`config.mk`:
```
export PLATFORM = sky130hd
export DESIGN_NAME = ram_burst_reader
export DESIGN_NICKNAME = d
export VERILOG_FILES = /design/src/rtl/ram_burst_reader_pkg.sv /design/src/rtl/ram_burst_reader_sync_fifo.sv /design/src/rtl/ram_burst_reader.sv
export SDC_FILE = /design/constraint.sdc
export NUM_CORES = 1
export LEC_CHECK = 0
export ABC_AREA = 1
export CORE_ASPECT_RATIO = 0.6
export CORE_MARGIN = 10
export CORE_UTILIZATION = 55
export CTS_CLUSTER_DIAMETER = 60
export DETAILED_ROUTE_END_ITERATION = 10
export PLACE_DENSITY_LB_ADDON = 0.2
export SLEW_MARGIN = 20
export SYNTH_ARGS = -nofsm -noshare
export SYNTH_HDL_FRONTEND = slang
export SYNTH_SLANG_ARGS = --single-unit
```
`constraint.sdc`:
```
create_clock -name clkIn -period 11.18 [get_ports clkIn]
set_input_delay 1.118 -clock clkIn [delete_from_list [all_inputs] [get_ports clkIn]]
set_output_delay 1.118 -clock clkIn [all_outputs]
set_load 0.05 [all_outputs]
```
`src/rtl/ram_burst_reader_pkg.sv`:
```
// Shared definitions for the RAM burst reader: FSM encoding and RAM-derived widths.
package ram_burst_reader_pkg;

    // Geometry of the RAM instance this reader is paired with.
    localparam int unsigned RAM_DATA_WIDTH    = 32;
    localparam int unsigned RAM_DEPTH_DEFAULT = 512;

    // Address width for a RAM of the given depth (at least one bit).
    function automatic int unsigned addr_width(int unsigned depth);
        return (depth > 1) ? $clog2(depth) : 1;
    endfunction

    // One write-enable bit per byte lane, rounding up a partial lane.
    function automatic int unsigned wren_width(int unsigned data_width);
        return (data_width + 7) / 8;
    endfunction

    typedef enum logic [1:0] {
        StIdle,
        StRead,
        StDrain,
        StDone
    } state_e;

endpackage

```
`src/rtl/ram_burst_reader_sync_fifo.sv`:
```
// Small synchronous FIFO with simultaneous push/pop, including push while full
// when a pop frees the slot in the same cycle.
module ram_burst_reader_sync_fifo #(
    parameter int unsigned DATA_WIDTH = 32,
    parameter int unsigned FIFO_DEPTH = 4,
    localparam int unsigned PTR_WIDTH = $clog2(FIFO_DEPTH),
    localparam int unsigned CNT_WIDTH = PTR_WIDTH + 1
) (
    input  logic                  clk_i,
    input  logic                  rst_i,
    input  logic                  push_i,
    input  logic [DATA_WIDTH-1:0] data_i,
    input  logic                  pop_i,
    output logic [DATA_WIDTH-1:0] data_o,
    output logic                  full_o,
    output logic                  empty_o,
    output logic [CNT_WIDTH-1:0]  count_o
);

    logic [DATA_WIDTH-1:0] mem_q [FIFO_DEPTH];
    logic [PTR_WIDTH-1:0]  wr_ptr_q, wr_ptr_d;
    logic [PTR_WIDTH-1:0]  rd_ptr_q, rd_ptr_d;
    logic [CNT_WIDTH-1:0]  count_q, count_d;
    logic                  push_ok;
    logic                  pop_ok;

    // Accept/pop qualification and pointer/count next state.
    always_comb begin
        pop_ok   = pop_i && !empty_o;
        push_ok  = push_i && (!full_o || pop_ok);
        wr_ptr_d = push_ok ? wr_ptr_q + PTR_WIDTH'(1) : wr_ptr_q;
        rd_ptr_d = pop_ok ? rd_ptr_q + PTR_WIDTH'(1) : rd_ptr_q;
        count_d  = count_q + CNT_WIDTH'(push_ok) - CNT_WIDTH'(pop_ok);
    end

    // Storage, pointers and occupancy with synchronous reset.
    always_ff @(posedge clk_i) begin
        if (rst_i) begin
            wr_ptr_q <= '0;
            rd_ptr_q <= '0;
            count_q  <= '0;
            for (int i = 0; i < int'(FIFO_DEPTH); i++) begin
                mem_q[i] <= '0;
            end
        end else begin
            wr_ptr_q <= wr_ptr_d;
            rd_ptr_q <= rd_ptr_d;
            count_q  <= count_d;
            if (push_ok) begin
                mem_q[wr_ptr_q] <= data_i;
            end
        end
    end

    assign data_o  = mem_q[rd_ptr_q];
    assign full_o  = (count_q == CNT_WIDTH'(FIFO_DEPTH));
    assign empty_o = (count_q == '0);
    assign count_o = count_q;

endmodule

```
`src/rtl/ram_burst_reader.sv`:
```
// Burst read master for a single-port RAM. Issues sequential reads from a base
// address, buffers returned words in a small FIFO and streams them out over
// valid/ready. Issue is credit-limited against FIFO space so it never overflows.
module ram_burst_reader
    import ram_burst_reader_pkg::*;
#(
    parameter int unsigned DATA_WIDTH = RAM_DATA_WIDTH,
    parameter int unsigned RAM_DEPTH  = RAM_DEPTH_DEFAULT,
    parameter int unsigned LEN_WIDTH  = 10,
    parameter int unsigned FIFO_DEPTH = 4,
    localparam int unsigned ADDR_WIDTH = addr_width(RAM_DEPTH),
    localparam int unsigned WREN_WIDTH = wren_width(DATA_WIDTH)
) (
    input  logic                  clkIn,
    input  logic                  rstIn,
    input  logic                  startIn,
    input  logic [ADDR_WIDTH-1:0] baseAddrIn,
    input  logic [LEN_WIDTH-1:0]  lenIn,
    output logic                  busyOut,
    output logic                  doneOut,
    output logic [ADDR_WIDTH-1:0] ramAddrOut,
    output logic                  ramRdEnOut,
    output logic [WREN_WIDTH-1:0] ramWrEnOut,
    input  logic [DATA_WIDTH-1:0] ramRdDataIn,
    input  logic                  ramRdAckIn,
    output logic [DATA_WIDTH-1:0] dataOut,
    output logic                  validOut,
    input  logic                  readyIn
);

    localparam int unsigned CNT_WIDTH = $clog2(FIFO_DEPTH) + 1;

    state_e                state_q, state_d;
    logic [ADDR_WIDTH-1:0] base_q, base_d;
    logic [LEN_WIDTH-1:0]  len_q, len_d;
    logic [LEN_WIDTH-1:0]  issued_q, issued_d;
    logic [LEN_WIDTH-1:0]  accepted_q, accepted_d;
    logic [CNT_WIDTH-1:0]  inflight_q, inflight_d;
    logic [ADDR_WIDTH-1:0] ram_addr_q, ram_addr_d;
    logic                  ram_rd_en_q, ram_rd_en_d;

    logic                  issue_now;
    logic                  ack_take;
    logic [CNT_WIDTH:0]    credit_used;
    logic                  fifo_push;
    logic                  fifo_pop;
    logic                  fifo_full;
    logic                  fifo_empty;
    logic [CNT_WIDTH-1:0]  fifo_count;
    logic [DATA_WIDTH-1:0] fifo_data;

    ram_burst_reader_sync_fifo #(
        .DATA_WIDTH (DATA_WIDTH),
        .FIFO_DEPTH (FIFO_DEPTH)
    ) u_fifo (
        .clk_i   (clkIn),
        .rst_i   (rstIn),
        .push_i  (fifo_push),
        .data_i  (ramRdDataIn),
        .pop_i   (fifo_pop),
        .data_o  (fifo_data),
        .full_o  (fifo_full),
        .empty_o (fifo_empty),
        .count_o (fifo_count)
    );

    // Words already buffered plus words requested but not yet returned.
    assign credit_used = {1'b0, fifo_count} + {1'b0, inflight_q};

    // Acks arriving while idle belong to a burst aborted by reset; drop them.
    assign ack_take  = ramRdAckIn && (state_q != StIdle);
    assign fifo_push = ack_take && (!fifo_full || fifo_pop);
    assign fifo_pop  = !fifo_empty && readyIn;

    // Next-state for the FSM, issue/credit counters and the registered RAM port.
    always_comb begin
        state_d     = state_q;
        base_d      = base_q;
        len_d       = len_q;
        issued_d    = issued_q;
        accepted_d  = accepted_q;
        inflight_d  = inflight_q;
        ram_addr_d  = ram_addr_q;
        ram_rd_en_d = 1'b0;

        issue_now = (state_q == StRead) && (issued_q < len_q)
                    && (credit_used < (CNT_WIDTH + 1)'(FIFO_DEPTH));

        if (issue_now) begin
            ram_rd_en_d = 1'b1;
            // Power-of-two RAM: truncation gives the wrap past the top address.
            ram_addr_d  = base_q + ADDR_WIDTH'(issued_q);
            issued_d    = issued_q + LEN_WIDTH'(1);
        end

        inflight_d = inflight_q + CNT_WIDTH'(issue_now) - CNT_WIDTH'(ack_take);

        if (fifo_pop) begin
            accepted_d = accepted_q + LEN_WIDTH'(1);
        end

        unique case (state_q)
            StIdle: begin
                if (startIn) begin
                    base_d     = baseAddrIn;
                    len_d      = lenIn;
                    issued_d   = '0;
                    accepted_d = '0;
                    inflight_d = '0;
                    state_d    = (lenIn == '0) ? StDone : StRead;
                end
            end
            StRead, StDrain: begin
                // Look at the post-pop count so done lands the cycle after the last pop.
                if ((issued_q == len_q) && (accepted_d == len_q)) begin
                    state_d = StDone;
                end else if (issued_q == len_q) begin
                    state_d = StDrain;
                end
            end
            StDone: begin
                state_d = StIdle;
            end
            default: begin
                state_d = StIdle;
            end
        endcase
    end

    // State and counter registers with synchronous reset.
    always_ff @(posedge clkIn) begin
        if (rstIn) begin
            state_q     <= StIdle;
            base_q      <= '0;
            len_q       <= '0;
            issued_q    <= '0;
            accepted_q  <= '0;
            inflight_q  <= '0;
            ram_addr_q  <= '0;
            ram_rd_en_q <= 1'b0;
        end else begin
            state_q     <= state_d;
            base_q      <= base_d;
            len_q       <= len_d;
            issued_q    <= issued_d;
            accepted_q  <= accepted_d;
            inflight_q  <= inflight_d;
            ram_addr_q  <= ram_addr_d;
            ram_rd_en_q <= ram_rd_en_d;
        end
    end

    assign busyOut    = (state_q != StIdle);
    assign doneOut    = (state_q == StDone);
    assign ramAddrOut = ram_addr_q;
    assign ramRdEnOut = ram_rd_en_q;
    assign ramWrEnOut = '0;
    assign dataOut    = fifo_data;
    assign validOut   = !fifo_empty;

endmodule

```
==> impl_metrics.toml, run 1 <==
[status]
status = "finished, final reports clean"

[synthesis]
yosysWarningCount = 0
synth-edff-count = 128
synth_ff_type = "edfxtp_1"
synth_async_sr_flop_share_pct = 0
syn_avg_cell_area_um2 = 9.082
synth.ff_latch_count = 191
synthesis.area_um2 = 9318
yosys_cell_types = 35
synth-seq-area-share_pct = 54.79
synth_area_leaders = "edfxtp_1 41%, dfxtp_1 14%, nor2_1 9.6%, o21ai_0 5.7%, inv_1 5.1%"
synth.top_cell.area_share_pct = 41.25
post_synth_inst_count = 1026
synthDominantAreaCellType = "edfxtp_1"

[pwr]
powerDensity_nw_per_um2 = 236.3
power.leakage_nw = 4.278
peak_supply_drop_mv = 0.1754

[clock_network]
clockRootBuffer = "clkbuf_16"
number_of_buffers_created_by_cts = 17
clk_latency_ns = 0.42
post_cts_buffers = 0
cts_buffer_depth = 2
post_cts_resize_count = 0
clkSinkCount = 191
post_cts_hold_buffer_count = 0
tritoncts = "yes"
cts_htree_levels = 4
cts.clk_slew.worst_paths_ns = 0.07

[routing]
post_drt_wl_per_cell_um = 16.18
post-route-drc-count = 0
detailedRoute.firstIterationViolations = 671
detail-route-antenna-nets = 0
drt-pass1-iter-count = 5
wirelength_um = 21850
via_count = 7141
post_drt_via_cell_ratio = 5.286

[sta]
finalCriticalPeriod_ns = 4.460
finalClockSkew_ns = 0.01785
post-route-period-util_pct = 39.90
maxClockFrequency_mhz = 224.2
slew_headroom_pct = 26.98
timing.setup.tns_ns = 0
tightest_slew_ns = 1.094
final-hold-violation-count = 0
final-max-slew-violation-count = 0
report.final.setup_viol = 0
grt_setup_unrepaired = "no"

[global_route]
grt_pass1_vias = 6830
number_of_antenna_violations_at_the_first_check_in_global_routing = 0
gr_ovfl_total = 0
grt_start_max_net_pins = 66
track_usage_pct = 19.12
grt_pass1_wl_um = 35360

[setup_path]
regToRegStartpoint = "u_fifo.count_o[1]"
cp_data_required_time_ns = 10.06
critical_path_class = "register to output port"
worstRegToRegCells = 11
critical_path_arrival_ns = 3.34
critPathMaxFanout = 65
crit-reg2reg-capture = "u_fifo.mem_q[0][27]"
worst-r2r-setup-slack_ns = 7.31
critical_path.endpoint_type = "output port"
start_kind = "register"

[die]
die_y_um = 120.8
row_count = 36
io_pins = 105
fp.dieW_um = 188.0
floorplan.initialDensity_pct = 56.67
core_um2 = 16440
total_die_area_um2 = 22720

[hold_path]
timing.hold.worst.class = "register to register"
min_path_cells = 2
hold-path-endpoint = "ramAddrOut[7]"
min-delay-start = "ramAddrOut[7]"

[cells_and_area]
design_area_um2 = 11090
num_antenna_cells = 0
area_delta_synth_final_pct = 19.05
postLayoutCoreUtil_pct = 67.47
drive_gt1_share_pct = 7.836
finish.net_count = 1199

[placed_design]
half_perimeter_wire_length_after_detailed_placement_um = 14680
placer_s_final_routability_congestion_estimate = 0.8760
dpl-instance-area_um2 = 10480
placement.io_buffers = 100

[run]
maxCapViolCount = 0
layout by cell type (no fill, tap or decap), types with 2 or more instances in the layout:
master,netlist,final
xnor2_1,5,5
nand2_2,4,4
fa_1,3,3
o21ai_0,106,104
xor2_1,10,10
inv_1,126,126
nand3_1,28,28
clkbuf_16,0,17
inv_8,0,4
nor2_4,32,32
o21ai_4,0,2
nor2_1,238,238
a21oi_1,37,37
o211ai_1,2,2
nor4_1,5,5
clkinv_8,0,4
conb_1,1,4
inv_2,3,4
buf_4,5,9
o22ai_1,33,33
nand2_1,102,102
clkdlybuf4s50_1,0,100
o21bai_1,2,2
edfxtp_1,128,128
ha_1,30,30
clkinv_4,0,3
nand4_1,7,7
inv_6,0,2
nor3_1,6,6
dfxtp_1,63,62
cell type report:
type / count / area (um^2)
clock inverters: 15 / 191.4
multi-input cells: 660 / 3522
well taps: 228 / 285.3
repair buffers: 109 / 1069
fillers: 1265 / 5348
flip-flops and latches: 191 / 5106
clock buffers: 17 / 425.4
inverters: 131 / 494.2
cells by family (layout without fill, tap and decap cells):
| kind of cell | count (synthesis) | count (layout) | share of synthesized area (%) |
|---|---|---|---|
| simple gates | 424 | 424 | 20.65 |
| flops | 191 | 191 | 54.79 |
| compound gates | 184 | 184 | 10.51 |
| buf+inv | 178 | 272 | 7.923 |
| fa+ha+maj | 33 | 33 | 4.673 |
| xor+xnor | 15 | 15 | 1.410 |
| other cells | 1 | 4 | 0.04025 |
routing by layer:
layer / GRT usage [%] / share of wire [%] / up-vias
met2: 27.60 / 41 / 293
met5: 0 / 0 / -
met1: 28.39 / 49 / 3289
met4: 3.980 / 0.59 / 0
met3: 4.564 / 8.9 / 14
li1: - / - / 3545
through the flow:
step	power (W)	std cells	hold slack, ns	worst slack, ns
after floorplan	0.001691	1029	0.4362	6.871
after global placement	0.001997	1319	0.4484	6.445
after detailed placement	0.002011	1319	0.4631	6.337
after CTS	0.002629	1351	0.4768	6.722
after global routing	0.002766	1351	0.5080	6.523
final	0.002621	1351	0.4742	6.720
power by group:
part	total, W	leakage [nW]	switching, W	internal, W
Clock	0.000619	0.297	0.000295	0.000324
Combinational	0.00107	2.14	0.000745	0.000329
Sequential	0.000928	1.84	0.0000625	0.000865
synth_stat cells, types with 5 or more instances:
library cell	n
a21oi_1	37
buf_4	5
buf_6	6
clkbuf_1	30
dfxtp_1	63
edfxtp_1	128
ha_1	30
inv_1	126
nand2_1	102
nand3_1	28
nand4_1	7
nor2_1	238
nor2_4	32
nor3_1	6
nor4_1	5
o21ai_0	106
o22ai_1	33
xnor2_1	5
xor2_1	10
critical path, cell delays in order (launching register included):
cell and delay, ns:
dfxtp_2 0.31, buf_4 0.32, inv_2 0.82, o21ai_0 0.19, o22ai_1 0.36, clkdlybuf4s50_1 0.88
worst max-delay path by stage:
stage / from / end / slack, ns / cells past startpoint
after floorplan: ramRdAckIn / u_fifo.mem_q[3][0] / 6.87 / 4
after global placement: readyIn / u_fifo.mem_q[0][16] / 6.45 / 10
after detailed placement: readyIn / u_fifo.mem_q[0][24] / 6.34 / 10
after CTS: readyIn / u_fifo.mem_q[0][26] / 6.72 / 10
after global routing: readyIn / u_fifo.mem_q[0][30] / 6.52 / 10
final: register / dataOut[26] / 6.72 / 5
state kept, by name, indices dropped and copies added, names as in the netlist, named ones only:
name / count
u_fifo.mem_q: 128
accepted_q: 10
issued_q: 10
len_q: 10
base_q: 9
ramAddrOut: 9
inflight_q: 3
u_fifo.count_o: 3
state_q: 2
u_fifo.rd_ptr_q: 2
u_fifo.wr_ptr_q: 2
ramRdEnOut: 1
Power figures use the tool's default switching activity.
==> run 2, diff against run 1 <==
--- a/config.mk
+++ b/config.mk
@@ -8,7 +8,7 @@
 export ABC_AREA = 1
 export CORE_ASPECT_RATIO = 0.6
 export CORE_MARGIN = 10
-export CORE_UTILIZATION = 55
+export CORE_UTILIZATION = 51
 export CTS_CLUSTER_DIAMETER = 60
 export DETAILED_ROUTE_END_ITERATION = 10
 export PLACE_DENSITY_LB_ADDON = 0.2
==> constraint.sdc (replaced) <==
create_clock -name clkIn -period 3.6 [get_ports clkIn]
set_input_delay 0.36 -clock clkIn [delete_from_list [all_inputs] [get_ports clkIn]]
set_output_delay 0.36 -clock clkIn [all_outputs]
set_load 0.05 [all_outputs]
==> run 2 against run 1 <==
Critical path type unchanged. Critical endpoint is now dataOut[10]. Core utilization down 5.7 points. Count of clock-buffer cells in the layout stayed put. Critical path depth did not move. Combinational power grew to 3.1 times the previous value.
==> impl_metrics.toml, run 2 (synthesized netlist as in run 1, its figures left out) <==
[die]
row_count = 38
fp.dieW_um = 194.5
io_pins = 105
floorplan.initialDensity_pct = 51.71
total_die_area_um2 = 24250
die_y_um = 124.7
core_um2 = 18020

[hold_path]
timing.hold.worst.class = "register to register"

[setup_path]
path_depth = 5
regToRegStartpoint = "issued_q[7]"
critPathMaxFanout = 48
worst-r2r-setup-slack_ns = 0.70
critical_path_class = "register to output port"
crit-reg2reg-capture = "inflight_q[2]"
cp-endpoint = "dataOut[10]"
start_kind = "register"
critical_path.slowest_cell = "dfxtp_2"
critPathMaxStageDelay_ns = 0.78
critical_path.endpoint_type = "output port"
family_with_the_most_delay_on_the_worst_path = "buffers and inverters"
worstPathBufferInverterCount = 3
worstRegToRegCells = 14
cp_data_required_time_ns = 3.24
critical_path.cell_chain = "clkinv_1 -> buf_4 -> o21ai_0 -> o22ai_1 -> clkdlybuf4s50_1"
critical_path_arrival_ns = 2.91

[clock_network]
clkSinkCount = 191
cts.clk_slew.worst_paths_ns = 0.07
cts_buffer_depth = 2
post_cts_resize_count = 0
clk_latency_ns = 0.43
cts_htree_levels = 4
tritoncts = "yes"
post_cts_buffers = 0
number_of_buffers_created_by_cts = 17
clockRootBuffer = "clkbuf_16"
post_cts_hold_buffer_count = 0

[cells_and_area]
num-fill-cells = 1527
num_antenna_cells = 0
drive_gt1_share_pct = 8.576
postLayoutCoreUtil_pct = 61.76
finish.net_count = 1208
largest_register_ff_count = 128
area_delta_synth_final_pct = 19.44
layout.cells.most_common_list = "238 x nor2_1, 128 x edfxtp_1, 126 x inv_1"
top_register = "u_fifo.mem_q"
design_area_um2 = 11130
layout_commonest_cell = "nor2_1"

[sta]
maxClockFrequency_mhz = 305.9
finalClockSkew_ns = 0.01767
grt_setup_unrepaired = "no"
slew_headroom_pct = 52.76
report.final.setup_viol = 0
final-hold-violation-count = 0
final-max-slew-violation-count = 0
finalCriticalPeriod_ns = 3.269
worst_slack_ns = 0.3306
final_hold_slack_ns = 0.4774
tightest_slew_ns = 0.7085
post-route-period-util_pct = 90.82
timing.setup.tns_ns = 0

[placed_design]
half_perimeter_wire_length_after_detailed_placement_um = 15040
placer_s_final_routability_congestion_estimate = 0.8315
placement.io_buffers = 100
dpl-instance-area_um2 = 10570
pre_cts_slack_ns = 0.7514

[routing]
detail-route-antenna-nets = 0
post_drt_via_cell_ratio = 5.178
detailedRoute.firstIterationViolations = 703
drt-pass1-iter-count = 7
post-route-drc-count = 0
via_count = 7099
wirelength_um = 22260
post_drt_wl_per_cell_um = 16.24

[status]
status = "finished, final reports clean"

[pwr]
peak_supply_drop_mv = 0.5548
powerDensity_nw_per_um2 = 727.0
power.leakage_nw = 4.299

[global_route]
track_usage_pct = 18.06
number_of_antenna_violations_at_the_first_check_in_global_routing = 0
gr_ovfl_total = 0
grt_pass1_vias = 6771
grt_pass1_wl_um = 36070
grt_start_max_net_pins = 49

[run]
maxCapViolCount = 0
run 2: power by group:
| part | leakage, nW | internal [W] | switching, W |
|---|---|---|---|
| Combinational | 2.18 | 0.00105 | 0.00230 |
| Clock | 0.273 | 0.000920 | 0.000912 |
| Sequential | 1.84 | 0.00269 | 0.000229 |
run 2: worst min-delay path by stage:
stage,startpoint,end,cells after the start
2_1_floorplan,u_fifo.rd_ptr_q[1],register,2
3_5_place_dp,ramAddrOut[6],ramAddrOut[6],2
6_report,ramAddrOut[7],ramAddrOut[7],2
4_1_cts,ramAddrOut[7],ramAddrOut[7],2
3_3_place_gp,u_fifo.rd_ptr_q[0],u_fifo.rd_ptr_q[0],1
5_1_grt,ramAddrOut[6],ramAddrOut[6],2
run 2: worst register-to-register path, stage by stage (launching register included):
cell and delay [ns]:
dfxtp_1 0.47, ha_1 0.32, a21oi_1 0.17, o21a_1 0.13, nand3_1 0.07, nor2_1 0.11
nand2_2 0.07, ha_1 0.30, inv_1 0.06, ha_1 0.14, inv_1 0.05, fa_1 0.39
xnor2_1 0.16, or2_2 0.28, a21oi_1 0.11
run 2: per-stage QoR:
| stage | power (W) | std cells |
|---|---|---|
| 2_1_floorplan | 0.005252 | 1029 |
| 3_3_place_gp | 0.006263 | 1340 |
| 3_5_place_dp | 0.006300 | 1340 |
| 4_1_cts | 0.008129 | 1371 |
| 5_1_grt | 0.008570 | 1371 |
| 6_report | 0.008092 | 1371 |
run 2: routing by layer:
layer  GRT usage, %  part of all wire (%)  vias up
met2          26.14                    42      241
li1               -                     -     3563
met4          4.597                  0.85        0
met3          3.763                   7.6       14
met1          26.65                    50     3281
met5              0                     0        -
run 2: area by class of cell:
class	instances	area, um^2	area share, %
clock inverters	14	137.6	1.237
repair buffers	118	1144	10.28
inverters	131	494.2	4.441
clock buffers	17	425.4	3.822
multi-input cells	660	3522	31.65
well taps	240	300.3	2.698
flip-flops and latches	191	5106	45.88
==> run 3, diff against run 2 <==
--- a/config.mk
+++ b/config.mk
@@ -10,6 +10,7 @@
 export CORE_MARGIN = 10
 export CORE_UTILIZATION = 51
 export CTS_CLUSTER_DIAMETER = 60
+export CTS_CLUSTER_SIZE = 28
 export DETAILED_ROUTE_END_ITERATION = 10
 export PLACE_DENSITY_LB_ADDON = 0.2
 export SLEW_MARGIN = 20
==> results of run 3 <==
Same layout as run 2: the final DEF is identical, and so are final timing and power.
